===== src/rtl/ras_pkg.sv =====
// Shared types and defaults for the return address stack.
// Address width and stack geometry used by the fetch stage.
package ras_pkg;

    localparam int ADDR_WIDTH        = 32;
    localparam int RAS_DEPTH         = 16;
    localparam int RAS_COUNTER_WIDTH = 8;

    typedef struct packed {
        logic [ADDR_WIDTH-1:0]        addr;
        logic [RAS_COUNTER_WIDTH-1:0] cnt;
    } ras_entry_t;

endpackage


===== src/rtl/ras.sv =====
// Return address stack with per-entry repeat compression.
// Top-of-stack address is offered combinationally as the prediction.
module ras
    import ras_pkg::*;
#(
    parameter int DEPTH         = RAS_DEPTH,
    parameter int COUNTER_WIDTH = RAS_COUNTER_WIDTH
) (
    input  logic                  clk,
    input  logic                  rst,
    input  logic [ADDR_WIDTH-1:0] bp_ras_addr,
    input  logic                  bp_ras_push,
    input  logic                  bp_ras_pop,
    input  logic                  ras_flush,
    output logic [ADDR_WIDTH-1:0] ras_bp_addr
);

    localparam int PW = $clog2(DEPTH);
    localparam int UW = PW + 1;
    localparam logic [UW-1:0] FULL = UW'(DEPTH);

    logic [ADDR_WIDTH-1:0]    addr_q [DEPTH];
    logic [COUNTER_WIDTH-1:0] cnt_q  [DEPTH];
    logic [PW-1:0]            top_q;
    logic [UW-1:0]            used_q;

    logic [PW-1:0]            next_top;
    logic [UW-1:0]            next_used;
    logic                     wr_en;
    logic [PW-1:0]            wr_idx;
    logic                     cnt_inc;
    logic                     cnt_dec;

    logic [COUNTER_WIDTH-1:0] top_cnt;
    logic [PW-1:0]            top_inc;
    logic [UW-1:0]            used_inc;
    logic                     empty;
    logic                     push_only;
    logic                     swap;
    logic                     pop_only;

    assign ras_bp_addr = addr_q[top_q];
    assign top_cnt     = cnt_q[top_q];
    assign top_inc     = top_q + PW'(1);
    assign empty       = (used_q == '0);
    assign used_inc    = (used_q == FULL) ? used_q : used_q + UW'(1);

    // A push/pop pair on an empty stack degrades to a plain push.
    assign push_only = bp_ras_push && (!bp_ras_pop || empty);
    assign swap      = bp_ras_push && bp_ras_pop && !empty;
    assign pop_only  = bp_ras_pop && !bp_ras_push && !empty;

    // Next-state: pointer moves, entry write and top-counter adjust.
    always_comb begin
        next_top  = top_q;
        next_used = used_q;
        wr_en     = 1'b0;
        wr_idx    = top_q;
        cnt_inc   = 1'b0;
        cnt_dec   = 1'b0;
        unique case (1'b1)
            push_only: begin
                if (!empty && addr_q[top_q] == bp_ras_addr
                        && !(&top_cnt)) begin
                    cnt_inc = 1'b1;
                end else begin
                    next_top  = top_inc;
                    next_used = used_inc;
                    wr_en     = 1'b1;
                    wr_idx    = top_inc;
                end
            end
            swap: begin
                wr_en = 1'b1;
                if (top_cnt != '0) begin
                    cnt_dec   = 1'b1;
                    next_top  = top_inc;
                    next_used = used_inc;
                    wr_idx    = top_inc;
                end
            end
            pop_only: begin
                if (top_cnt != '0) begin
                    cnt_dec = 1'b1;
                end else begin
                    next_top  = top_q - PW'(1);
                    next_used = used_q - UW'(1);
                end
            end
            default: ;
        endcase
    end

    // State update; flush clears counters but keeps stale addresses.
    always_ff @(posedge clk) begin
        if (rst) begin
            top_q  <= '0;
            used_q <= '0;
            for (int i = 0; i < DEPTH; i++) begin
                addr_q[i] <= '0;
                cnt_q[i]  <= '0;
            end
        end else if (ras_flush) begin
            top_q  <= '0;
            used_q <= '0;
            for (int i = 0; i < DEPTH; i++) begin
                cnt_q[i] <= '0;
            end
        end else begin
            top_q  <= next_top;
            used_q <= next_used;
            if (cnt_inc) cnt_q[top_q] <= top_cnt + COUNTER_WIDTH'(1);
            if (cnt_dec) cnt_q[top_q] <= top_cnt - COUNTER_WIDTH'(1);
            if (wr_en) begin
                addr_q[wr_idx] <= bp_ras_addr;
                cnt_q[wr_idx]  <= '0;
            end
        end
    end

endmodule


===== config.mk =====
export PLATFORM = sky130hd
export DESIGN_NAME = ras
export DESIGN_NICKNAME = d
export VERILOG_FILES = /design/src/rtl/ras_pkg.sv /design/src/rtl/ras.sv
export SDC_FILE = /design/constraint.sdc
export NUM_CORES = 1
export LEC_CHECK = 0
export ABC_AREA = 0
export ABC_CLOCK_PERIOD_IN_PS = 4540
export CELL_PAD_IN_SITES_DETAIL_PLACEMENT = 1
export CELL_PAD_IN_SITES_GLOBAL_PLACEMENT = 1
export CORE_MARGIN = 2
export CORE_UTILIZATION = 25
export DETAILED_ROUTE_END_ITERATION = 16
export PLACE_DENSITY = 0.47
export SLEW_MARGIN = 20
export SYNTH_ARGS = -nofsm -noshare
export SYNTH_HDL_FRONTEND = slang
export SYNTH_SLANG_ARGS = --single-unit

===== constraint.sdc =====
create_clock -name clk -period 4.54 [get_ports clk]
set_input_delay 0.908 -clock clk [delete_from_list [all_inputs] [get_ports clk]]
set_output_delay 0.908 -clock clk [all_outputs]
set_load 0.005 [all_outputs]

---- Yosys cells after proc, flatten, opt, wreduce, memory -nomap -nowiden ----
Memory sizes are Yosys's and may differ from the RTL's. A register that Yosys moved wholly into a read port is not among the register bits.
Cells that the tools add are included.
storage, ports and cells
  input bits .............................. 37
  memory bits (writable) .................. 640
  word-level logic and storage cells ...... 118
  memories ................................ 2
  register bits after elaboration ......... 9
  output and inout port bits .............. 32
operators by class
  add/sub/neg operators ................... 6
  mux-type cells .......................... 63
  bitwise gates (word level) .............. 17
  reduce and logical (&&, ||, !) cells .... 23
  equality and inequality tests ........... 5
memory list
  name    words  bits a word  rd ports  clocked after memory_dff  write ports  line       RTL
  addr_q  16     32           1         1                         16           ras.sv:22  logic [ADDR_WIDTH-1:0] addr_q [DEPTH];
  cnt_q   16     8            1         1                         16           ras.sv:23  logic [COUNTER_WIDTH-1:0] cnt_q [DEPTH];
operator list
  operator                                                             count
  8-bit 2-to-1 mux                                                     19
  4-bit 2-to-1 mux                                                     10
  32-bit equality test                                                 1
  32-bit 2-to-1 mux                                                    1
  32-bit OR reduction                                                  1
  1-bit 2-to-1 mux                                                     25
  5-bit 2-to-1 mux                                                     4
  1-bit bitwise OR                                                     17
  8-bit OR reduction                                                   2
  5-bit one-hot mux with 3 select lines                                1
  4-bit one-hot mux with 3 select lines                                1
  8-bit by 1-bit adder with 8-bit output (second input constant)       1
  4-bit one-hot mux with 2 select lines                                1
  8-bit AND reduction                                                  1
  8-bit nonzero test                                                   1
  8-bit by 1-bit subtractor with 8-bit output (second input constant)  1
  1-bit logical AND                                                    7
  5-bit by 1-bit adder with 5-bit output (second input constant)       1
  5-bit equality test (second input constant)                          1
  5-bit logical NOT                                                    1
  5-bit by 1-bit subtractor with 5-bit output (second input constant)  1
  4-bit by 1-bit adder with 4-bit output (second input constant)       1
  1-bit logical NOT                                                    4
  2-bit inequality test (second input constant)                        2
  8 further kinds                                                      9

---- Logic depth before layout (Yosys ltp) ----
  depth in word-level cells ............... 13
  gate-level depth with buffers ........... 22

---- Worst setup path after synthesis ----
No wires, ideal clock.
  path kind ............................... register to register
  from .................................... register with a tool-made name
  to ...................................... memory cnt_q[10][6] in the netlist's numbering
  library setup time ...................... 0.064 ns
  setup slack ............................. 0.035 ns
  required time ........................... 4.476 ns
  period minus slack after synthesis ...... 4.505 ns
  data arrival time ....................... 4.441 ns
  stages on the path, launching flop included .. 20
  path through ............................ dfxtp_1 > buf_2 > clkbuf_1 > mux4_2 > a22oi_1 > nand2_1 > nor4_1 > and4_1 > clkbuf_1 > nor2_1 > ha_1 > nor2b_1 > o21ai_0 > nand2b_1 > a21o_1 > a21oi_1 > xnor2_1 > clkbuf_1 > mux2i_1 > nor2_1
RTL lines
  element           line
  end: declaration  ras.sv:23

==> run_results.csv <==
group,metric,value,unit
worst_setup_path,critPathArrivalTime,5250,ps
layout,post_layout_nonfiller_instances,4797,
worst_setup_path,rrSetupSlack,-280,ps
synthesis,synth_nets,2620,
clock_tree,cts_tree,"built",
layout,syn2layout_area_growth,33.11,%
layout,nNetsFinal,3039,
sta,setup_ws,-280.6,ps
synthesis,synthFlopType,"edfxtp_1",
detailed_routing,drc,0,
detailed_routing,ant_nets,0,
worst_setup_path,crit_path_start_kind,"flop",
clock_tree,clk_latency,700,ps
worst_setup_path,worstReg2RegEnd,"addr_q[6][12]",
sta,fmax,207.4,MHz
worst_hold_path,whs_endpoint,"cnt_q[11][0]",
clock_tree,postCtsHoldBufs,0,
pwr,p_leak,15.93,nW
die,rows,132,
worst_setup_path,crit_fanout,13,
outcome,status,"complete, but fails checks",
place,dp.cells,4585,
sta,finalSetupViolCount,1043,
detailed_routing,vias_per_cell,4.866,
worst_hold_path,hp-class,"flop to flop",
sta,slew_viol_final,0,
die,die-area,132400,µm²
synthesis,synthTopCellsByArea,"edfxtp_1, and2_1, mux4_2",
sta,finClkSkew,35.88,ps
worst_setup_path,criticalPathCategory,"flop to flop",
layout,drive_gt1_frac,0.3311,
worst_setup_path,crit_path_max_incr_delay,580,ps
die,fp.coreArea,129000,µm²
place,place_area,38820,µm²
synthesis,synth_cell_types,69,
global_route,grt_pass1_vias,24660,
detailed_routing,wl,135900,µm
worst_setup_path,crit_chain,"buf_12, mux4_2, mux4_2, xnor2_2, buf_4, o2111a_1, o2111ai_2, or4_4, or4b_4, nand4_1, buf_12, buf_12, buf_6, a21oi_4, or2_4, buf_12",
global_route,grtUsageTotal,0.2004,
global_route,antenna_found_initial,9,
clock_tree,root_buffer,"clkbuf_16",
synthesis,synth_edf_count,512,
synthesis,ys_warn_count,0,
layout,fin_util,0.3340,
synthesis,synth_top_area_frac,0.4750,
synthesis,synth-async-reset-ratio,0,
synthesis,ys_seq_area_frac,0.5622,
sta,slew_headroom,0.2753,
place,hpwl,87160,µm
worst_hold_path,hold_depth,2,
sta,min_period,4821,ps
die,start_util,0.2509,
clock_tree,cts_sinks,653,
synthesis,netlist_instances,2567,
sta,hold_viol,0,
detailed_routing,vias,23340,
detailed_routing,wl_per_cell,28.33,µm
place,place_congestion,0.8203,
global_route,grt_max_degree,102,
synthesis,synth_area_leader_cell,"edfxtp_1",
synthesis,ys_ff_latch,653,
pwr,power.density,346.1,nW/µm²
sta,period_share,1.062,
outcome,violations,"negative setup slack",
die,die_x,363.8,µm
detailed_routing,drt_iter0_markers,1828,
layout,final_area,43080,µm²
flow_run,maxCapViolations,0,
sta,whs,465.8,ps
worst_setup_path,required,4970,ps
clock_tree,clockBufferDepth,3,
synthesis,synth.avg_cell_area,12.61,µm²
die,ioPinCount,69,
sta,rsz0062_at_grt,"true",
pwr,ir_drop,252.8,µV
sta,tightest_slew,1087,ps
worst_setup_path,r2r_cells,16,
global_route,overflow,0,
worst_hold_path,worstHoldStart,"cnt_q[11][0]",
worst_setup_path,cpMaxStageDelayCell,"or4b_4",
detailed_routing,dr.pass1.iters,5,
worst_setup_path,cp_common_cell,"buf_12",
place,portBuffers,68,
clock_tree,path_clk_slew,60,ps
clock_tree,cts_buffers,79,
global_route,grt_pass1_wl,188200,µm
synthesis,syn_area,32370,µm²
clock_tree,cts-htree-levels,3,
die,die_y,363.8,µm
worst_setup_path,critPathCaptureType,"flop",
sequential cells by signal, indices dropped and copies added, names as in the netlist, named ones only:
name    flops
cnt_q     128
top_q       4
addr_q    512
used_q      5
layer usage:
metal / routed length (µm) / GRT usage
met1: 58390 / 0.2581
met3: 6260 / 0.02638
met4: 4053 / 0.05874
met5: 20 / 0
met2: 67180 / 0.3495
how the worst max path moves through the flow:
stage          depth (start not counted)  slack (ps)              to  start
2_1_floorplan                         19          30    cnt_q[10][6]   flop
3_3_place_gp                          12        -760   addr_q[6][14]   flop
3_5_place_dp                          16        -830   addr_q[8][23]   flop
4_1_cts                               16        -200   addr_q[6][12]   flop
5_1_grt                               17        -350  addr_q[14][25]   flop
6_report                              16        -280   addr_q[6][12]   flop
logic make-up (layout without fill, tap and decap cells):
group / after synthesis / count (layout) / share of synthesized area
AOI/OAI and AO/OA: 280 / 280 / 0.05373
muxes: 309 / 309 / 0.1484
xor gates and xnor gates: 55 / 55 / 0.01488
and+or+nand+nor: 1000 / 1000 / 0.1804
buffers and inverters: 254 / 737 / 0.03375
adders and majority gates: 16 / 16 / 0.006649
other: 0 / 5 / 0
DFF: 653 / 653 / 0.5622
cell usage after synthesis, drive strengths merged, types with 3 or more instances:
| library cell | n |
|---|---|
| a211o | 3 |
| a211oi | 6 |
| a21o | 7 |
| a21oi | 143 |
| a221o | 5 |
| a221oi | 6 |
| a22oi | 25 |
| and2 | 545 |
| buf | 84 |
| clkbuf | 150 |
| dfxtp | 141 |
| edfxtp | 512 |
| ha | 14 |
| inv | 18 |
| mux2 | 46 |
| mux2i | 131 |
| mux4 | 132 |
| nand2 | 61 |
| nand2b | 10 |
| nand3 | 109 |
| nand4 | 13 |
| nor2 | 72 |
| nor2b | 13 |
| nor3 | 21 |
| nor4 | 12 |
| nor4b | 7 |
| o2111ai | 3 |
| o211ai | 10 |
| o21ai | 25 |
| o221a | 3 |
| o221ai | 5 |
| o22ai | 14 |
| o2bb2ai | 6 |
| o31ai | 3 |
| or2 | 114 |
| or3 | 7 |
| or4 | 5 |
| xnor2 | 29 |
| xor2 | 26 |
per-stage QoR:
stage / worst slack, ps / power [mW] / setup TNS [ps]
final: -280.6 / 14.91 / -154240
after floorplan: 34.71 / 7.430 / 0
after detailed placement: -834.5 / 8.409 / -784760
after CTS: -203.2 / 15.02 / -98050
after global placement: -764.3 / 8.393 / -744410
after global routing: -346.2 / 15.34 / -242220
layout make-up:
cell class	count	area, µm²
fill	13710	85900
sequential	653	18210
multi-input combinational	1660	13610
timing repair buffer	572	6409
clock buffer	107	2190
tap	1742	2180
clock inverter	38	400.4
inverter	20	75.07
antenna	5	12.51
worst max-delay path: cells and delay by family, from the launching register on:
kind / cells / cell delay (ps)
xor gates and xnor gates: 1 / 260
buffers and inverters: 6 / 820
muxes: 2 / 1040
DFF: 1 / 360
AOI/OAI and AO/OA: 3 / 390
and+or+nand+nor: 4 / 1660
timing repair:
item	CTS	global route
endpoints found under the setup margin	1170	1157
setup buffers	31	11
endpoints found under the hold margin	0	0
pin swaps	17	19
gates cloned	10	13
resized for setup	98	79
placed cells by master (no fill, tap or decap), drive strengths merged, types with 6 or more instances in the layout:
cell and instances:
nand3 109, nor3 21, or2 114, nor4b 7
clkinv 29, nor2 72, bufinv 6, clkbuf 117
o22ai 14, mux4 132, edfxtp 512, nand2b 10
xor2 26, o21ai 25, mux2 46, ha 14
a22oi 25, a21oi 143, inv 20, and2 545
nor2b 13, a21o 7, a211oi 6, o2bb2ai 6
nand2 61, clkdlybuf4s50 68, dfxtp 141, o211ai 10
xnor2 29, mux2i 131, or3 7, nand4 13
a221oi 6, nor4 12, buf 491
power breakdown:
part           switching (mW)  internal, mW
clock                    2.75          3.74
sequential             0.0763          6.61
combinational           0.976         0.762
total                    3.80          11.1
No activity file was read; power rests on OpenSTA's default activity.
